File: src/rtl/nanorv32_irq_ctrl.sv
// Interrupt controller: edge-latched pending bits, per-source and global masking,
// one lowest-index request at a time with ack / reti handshake and a 4-word config port.
//
// state  | meaning
// IDLE   | no request, nothing in service
// REQ    | irq asserted, irq_id frozen, waiting for irq_ack
// ACTIVE | handler in service, waiting for reti_inst_detected
module nanorv32_irq_ctrl #(
    parameter int NUM_IRQ = 8
) (
    input  logic               clk,
    input  logic               rst,
    input  logic [NUM_IRQ-1:0] irq_src,
    output logic               irq,
    output logic [4:0]         irq_id,
    input  logic               irq_ack,
    input  logic               reti_inst_detected,
    input  logic               cfg_wr,
    input  logic [1:0]         cfg_addr,
    input  logic [31:0]        cfg_wdata,
    output logic [31:0]        cfg_rdata
);

    typedef enum logic [1:0] {
        IDLE   = 2'd0,
        REQ    = 2'd1,
        ACTIVE = 2'd2
    } state_t;

    state_t             state_q, state_d;
    logic [NUM_IRQ-1:0] sync1_q, sync2_q, prev_q;
    logic [NUM_IRQ-1:0] en_q, en_d;
    logic [NUM_IRQ-1:0] pend_q, pend_d;
    logic               gie_q, gie_d;
    logic               irq_q, irq_d;
    logic [4:0]         irq_id_q, irq_id_d;
    logic [NUM_IRQ-1:0] src_edge;
    logic [NUM_IRQ-1:0] req_vec;
    logic [4:0]         sel_id;
    logic               ack_take;
    logic               unused_wdata;

    assign unused_wdata = ^cfg_wdata;

    assign src_edge = sync2_q & ~prev_q;
    assign req_vec  = pend_q & en_q;
    assign ack_take = (state_q == REQ) && irq_ack;
    assign irq      = irq_q;
    assign irq_id   = irq_id_q;

    always_ff @(posedge clk or posedge rst) begin
        if (rst) begin
            sync1_q  <= '0;
            sync2_q  <= '0;
            prev_q   <= '0;
            en_q     <= '0;
            pend_q   <= '0;
            gie_q    <= 1'b0;
            state_q  <= IDLE;
            irq_q    <= 1'b0;
            irq_id_q <= '0;
        end else begin
            sync1_q  <= irq_src;
            sync2_q  <= sync1_q;
            prev_q   <= sync2_q;
            en_q     <= en_d;
            pend_q   <= pend_d;
            gie_q    <= gie_d;
            state_q  <= state_d;
            irq_q    <= irq_d;
            irq_id_q <= irq_id_d;
        end
    end

    always_comb begin
        sel_id = '0;
        for (int i = NUM_IRQ - 1; i >= 0; i--) begin
            if (req_vec[i]) sel_id = 5'(i);
        end
    end

    // Config register writes; a fresh edge beats both ack-clear and W1C.
    always_comb begin
        en_d   = en_q;
        gie_d  = gie_q;
        pend_d = pend_q;
        if (cfg_wr && cfg_addr == 2'd0) en_d = cfg_wdata[NUM_IRQ-1:0];
        if (cfg_wr && cfg_addr == 2'd2) gie_d = cfg_wdata[0];
        if (cfg_wr && cfg_addr == 2'd1) pend_d = pend_d & ~cfg_wdata[NUM_IRQ-1:0];
        for (int i = 0; i < NUM_IRQ; i++) begin
            if (ack_take && irq_id_q == 5'(i)) pend_d[i] = 1'b0;
        end
        pend_d = pend_d | src_edge;
    end

    always_comb begin
        state_d  = state_q;
        irq_id_d = irq_id_q;
        case (state_q)
            IDLE: begin
                if (gie_q && |req_vec) begin
                    state_d  = REQ;
                    irq_id_d = sel_id;
                end
            end
            REQ: begin
                if (irq_ack)     state_d = ACTIVE;
                else if (!gie_q) state_d = IDLE;
            end
            ACTIVE: begin
                if (reti_inst_detected) state_d = IDLE;
            end
            default: state_d = IDLE;
        endcase
        irq_d = (state_d == REQ);
    end

    always_comb begin
        cfg_rdata = '0;
        case (cfg_addr)
            2'd0: cfg_rdata[NUM_IRQ-1:0] = en_q;
            2'd1: cfg_rdata[NUM_IRQ-1:0] = pend_q;
            2'd2: cfg_rdata[1:0] = {state_q == ACTIVE, gie_q};
            default: begin
                cfg_rdata[4:0] = irq_id_q;
                cfg_rdata[8]   = irq_q;
            end
        endcase
    end

endmodule

File: config.mk
export PLATFORM = sky130hd
export DESIGN_NAME = nanorv32_irq_ctrl
export DESIGN_NICKNAME = d
export VERILOG_FILES = /design/src/rtl/nanorv32_irq_ctrl.sv
export SDC_FILE = /design/constraint.sdc
export NUM_CORES = 1
export LEC_CHECK = 0
export CAP_MARGIN = 20
export CELL_PAD_IN_SITES_DETAIL_PLACEMENT = 1
export CELL_PAD_IN_SITES_GLOBAL_PLACEMENT = 2
export CORE_MARGIN = 5
export CORE_UTILIZATION = 26
export CTS_CLUSTER_DIAMETER = 30
export DETAILED_ROUTE_END_ITERATION = 10
export GPL_ROUTABILITY_DRIVEN = 1
export PLACE_DENSITY_LB_ADDON = 0.1
export SYNTH_ARGS = -nofsm -noshare
export SYNTH_HDL_FRONTEND = slang
export SYNTH_SLANG_ARGS = --single-unit
File: constraint.sdc
create_clock -name clk -period 1.6 [get_ports clk]
set_input_delay 0.32 -clock clk [delete_from_list [all_inputs] [get_ports clk]]
set_output_delay 0.32 -clock clk [all_outputs]
set_load 0.01 [all_outputs]
Yosys cells after proc, flatten, opt, wreduce, memory -nomap -nowiden
Cells that the tools add are included.

storage, ports and cells
  output and inout port bits = 38
  logic and storage cells = 72
  register bits after elaboration = 49

cells by class
  bitwise gates (word level) = 6
  reductions and logical operators = 19
  muxes and demuxes = 26
  equal/unequal tests = 12

operators with widths
  operator                                                                count
  5-bit 2-to-1 mux                                                        7
  8-bit AND                                                               3
  5-bit by 3-bit equality test with 1-bit output (second input constant)  4
  8-bit inverter                                                          2
  1-bit logical AND                                                       13
  2-bit case mux with 3 select lines                                      2
  5-bit by 2-bit equality test with 1-bit output (second input constant)  2
  1-bit 2-to-1 mux                                                        9
  3-bit case mux with 3 select lines                                      1
  2-bit 2-to-1 mux                                                        4
  8-bit 2-to-1 mux                                                        1
  8-bit OR                                                                1
  8-bit OR reduction                                                      1
  2-bit by 1-bit equality test with 1-bit output (second input constant)  3
  3-bit case mux with 2 select lines                                      1
  5-bit by 1-bit equality test with 1-bit output (second input constant)  1
  5-bit logical NOT                                                       1
  2-bit equality test (second input constant)                             2
  2-bit logical NOT                                                       2
  3-bit 2-to-1 mux                                                        1
  3-bit OR reduction                                                      1
  2-bit AND reduction                                                     1

Longest topological paths before layout
  depth after elaboration = 9
  depth in mapped cells = 5
  mapped depth without buffers = 4

Worst setup path after synthesis
Ideal clock, no wire load.

  path kind = register -> output
  start point = register state_q[1]
  end point = output port cfg_rdata[1]
  slack = 0.312 ns
  cell stages (with the launch flop) = 3
  arrival time = 0.968 ns
  buffers on the path = 0
  cell sequence = dfrtp_1 > nor2b_1 > mux4_2

on the way
  cells in the longest elaborated chain, start to end = 2

RTL lines
  what                                line  text
  start: declaration                  30    state_t state_q, state_d;
  start signal: assignment            69    state_q <= state_d;
  2-bit equality test                 123   2'd2: cfg_rdata[1:0] = {state_q == ACTIVE, gie_q};
  2-bit case mux with 3 select lines  120   case (cfg_addr)
  end: declaration                    21    output logic [31:0] cfg_rdata

Every way passes these cells.

Worst setup path after layout
Ends and elaborated chain as after synthesis.

==> results by group <==
Outcome
  • Status: finished, violations left
  • Violated checks: negative setup slack

Global route
  • Combined global-route utilization of all metal layers: 0.110
  • GRT overflow: 0
  • Number of antenna violations at the first check in global routing: 0
  • Pin count of the biggest net entering global routing: 48
  • Vias in the first global route: 1624
  • First-pass GRT wire length: approximately 8.4 mm

Drt
  • Detail Route Antenna Nets: 0
  • Number of design-rule violations left by the first detailed-router iteration: 60
  • Residual DRC count: 0
  • Average wire length per cell after detail routing: around 15 um
  • Via density: roughly 4.3
  • Vias: about 1500
  • Detailed-router iteration count before antenna repair: 4
  • WL final: roughly 5 mm

Pwr
  • Worst VDD drop: between 0.3 and 0.4 mV
  • Power per standard cell area: roughly 1200 nW/um^2
  • Static leakage: ~0.0012 uW
  • Total power of the final layout: around 3200 uW

Floorplan
  • Top Ports: between 80 and 90
  • Die Y-Extent: 99.3 um
  • Std-Cell Core Area: around 7700 sq um
  • Width of the die: between 90 and 100 um
  • Die Area: between 9000 and 10000 sq um
  • Number of rows in the core area: 32
  • Starting density of the core: 0.268

STA
  • Final critical path time including I/O delays and setup: between 1.5 and 2 ns
  • Final worst slack: -0.138 ns
  • Setup Viol. Count Final: 2
  • Unrepaired setup endpoints after global routing: true
  • Fmax achieved: between 0.5 and 0.6 GHz
  • Final slew viol count: 0
  • Worst clock skew on the final layout: slightly above 0.005 ns
  • Ratio of final minimum period to clock period: 1.09
  • Final hold violation count: 0
  • Fin Hold WS: between 0.3 and 0.4 ns

Finish
  • Ant. Diodes: 0
  • Final Cell Area: 2710 sq um
  • Final cell utilization of the core: 0.350
  • Fraction of layout cells with a size suffix above 1: 0.222
  • Fill cell total of the finished layout: roughly 870
  • Synth-to-Final Area Change: 30.7%
  • Post-layout net count: a little under 300

Clocking
  • Clock latency on the worst-skew pair: 0.30 ns
  • Maximum root-to-sink buffer count: 2
  • Clock edge transition at the registers on the reported setup and hold paths: ~0.090 ns
  • H-tree depth: 2
  • Number of buffers inserted by hold repair at cts: 0
  • Total clock buffers created by CTS: 5
  • TritonCTS clock tree: done
  • Clock root buffer: sky130_fd_sc_hd__clkbuf_8
  • CTS Sinks: 47

Worst setup path
  • Chain of cells forming the critical path: nor2b_4 > mux4_2 > buf_6
  • Biggest cell delay along the critical path: around 0.46 ns
  • Kind of end point of the critical path: output pin
  • Cell at the slowest stage of the critical path: sky130_fd_sc_hd__mux4_2
  • Startpoint Class: register
  • Crit path required time: approximately 1.3 ns
  • Largest fanout on the critical path: 2
  • Critical path start-end classification: register to output pin
  • Crit path arrival time: roughly 1.4 ns

Job
  • Max_cap viols: 0

Synth
  • Fraction of registers with async set/reset: 1.00
  • Post-Syn Area per Cell: between 10 and 15 sq um
  • Post-Synthesis Cell Area: 2070 sq um
  • Fraction of the yosys area taken by sequential cells: 0.568
  • Library cells used by synthesis: 29
  • Number of enable-type register cells in the synthesized netlist: 0
  • Top_reg_cell synth: sky130_fd_sc_hd__dfrtp_1
  • Number of synthesis warnings: 0
  • Number of flip-flops and latches in the synthesized netlist: 47
  • Synthesized instance count: 180

Place
  • Pre-CTS setup slack: -0.777 ns
  • Number of buffer cells added on primary ports: 35
  • Hpwl dp: just under 4 mm
  • Placer Congestion: roughly 0.8
  • Total placed instance area: 2620 sq um

Min path
  • Hold Crit Class: register to register
[cell families (layout without fill, tap and decap cells)]
family                 after synthesis  count (layout)  share of synthesized area
other                                1              25                    0.00181
AO/OA/AOI/OAI                       34              34                      0.109
AND/OR/NAND/NOR                     36              36                     0.0948
flip-flops                          47              47                      0.568
multiplexers                        16              16                     0.0942
buffers and inverters               46              85                      0.133
[placed cells by master (no fill, tap or decap), types with 3 or more instances in the layout]
cell type	netlist	final
sky130_fd_sc_hd__dfrtp_1	47	47
sky130_fd_sc_hd__conb_1	1	25
sky130_fd_sc_hd__clkdlybuf4s50_1	0	21
sky130_fd_sc_hd__buf_4	27	21
sky130_fd_sc_hd__inv_1	18	17
sky130_fd_sc_hd__nand2_1	11	11
sky130_fd_sc_hd__o21ai_0	12	9
sky130_fd_sc_hd__mux2_2	8	8
sky130_fd_sc_hd__mux2i_1	6	6
sky130_fd_sc_hd__nor2_1	7	6
sky130_fd_sc_hd__dlygate4sd2_1	0	6
sky130_fd_sc_hd__o221ai_1	6	5
sky130_fd_sc_hd__clkbuf_8	0	5
sky130_fd_sc_hd__clkbuf_2	0	5
sky130_fd_sc_hd__nand2b_1	4	4
sky130_fd_sc_hd__a22oi_1	4	4
sky130_fd_sc_hd__a21oi_1	4	4
sky130_fd_sc_hd__nand3b_1	3	3
sky130_fd_sc_hd__o21ai_1	0	3
sky130_fd_sc_hd__buf_6	0	3
[area by class of cell]
| type | instances | area [sq um] | area share |
|---|---|---|---|
| clock inverters | 2 | 12.5 | 0.00462 |
| repair buffers | 59 | 524 | 0.194 |
| inverters | 18 | 67.6 | 0.0250 |
| multi-input cells | 111 | 727 | 0.268 |
| flip-flops and latches | 47 | 1180 | 0.434 |
| well taps | 102 | 128 | 0.0471 |
| clock buffers | 6 | 72.6 | 0.0268 |
[cell usage after synthesis, types with 3 or more instances]
library cell | count | area, sq um
sky130_fd_sc_hd__mux2i_1 | 6 | 60.1
sky130_fd_sc_hd__mux2_2 | 8 | 90.1
sky130_fd_sc_hd__nor2_1 | 7 | 26.3
sky130_fd_sc_hd__o21ai_0 | 12 | 60.1
sky130_fd_sc_hd__nand3b_1 | 3 | 22.5
sky130_fd_sc_hd__inv_1 | 18 | 67.6
sky130_fd_sc_hd__o221ai_1 | 6 | 52.6
sky130_fd_sc_hd__nand2_1 | 11 | 41.3
sky130_fd_sc_hd__dfrtp_1 | 47 | 1180
sky130_fd_sc_hd__a21oi_1 | 4 | 20.0
sky130_fd_sc_hd__a22oi_1 | 4 | 30.0
sky130_fd_sc_hd__buf_4 | 27 | 203
sky130_fd_sc_hd__nand2b_1 | 4 | 25.0
[registers in the layout, summed over array words and instances, names as in the netlist, 2 cells and up]
signal,flops
en_q,8
pend_q,8
prev_q,8
sync1_q,8
sync2_q,8
irq_id,3
state_q,2
[power by group]
group          switching (uW)  internal [uW]
Sequential                114           1350
Clock                     401            306
Combinational             525            496
Total                    1040           2150
[critical path, delay by kind of cell (launching register included)]
family | cells | cell delay [ns]
flops | 1 | 0.39
mux | 1 | 0.46
buf+inv | 1 | 0.14
simple gates | 1 | 0.13
[timing repair]
item                                    in CTS  in global routing
pin swaps                                    0                  2
setup buffers                                1                  3
endpoints found under the setup margin      20                 11
hold endpoints to repair                     0                  0
gates resized for setup                     30                 14
[stage by stage]
step | setup TNS, ns | cells
floorplan | 0 | 204
global placement | -9.87 | 334
detailed placement | -11.03 | 334
CTS | -0.202 | 343
global route | -0.287 | 345
finish | -0.175 | 345
[path summary, 6_finish.rpt]
kind / start / end / slack, ns / cells past startpoint
max: state_q[1] / cfg_rdata[1] / -0.14 / 3
min: sync1_q[2] / sync2_q[2] / 0.35 / 0
max reg2reg: state_q[1] / pend_q[0] / 0.09 / 6
min reg2reg: sync1_q[2] / sync2_q[2] / 0.35 / 0
max in group asynchronous: rst / state_q[0] / 1.02 / 3
min in group asynchronous: rst / sync2_q[4] / 0.36 / 3
[per-layer routing]
layer,vias to the layer above,global-route usage,wire (um)
met5,-,0,0
met2,48,0.190,2610
li1,692,-,-
met1,752,0.130,2180
met3,6,0.0358,305
met4,0,0.0315,53
Note: power is estimated with default switching activity, not from simulation.
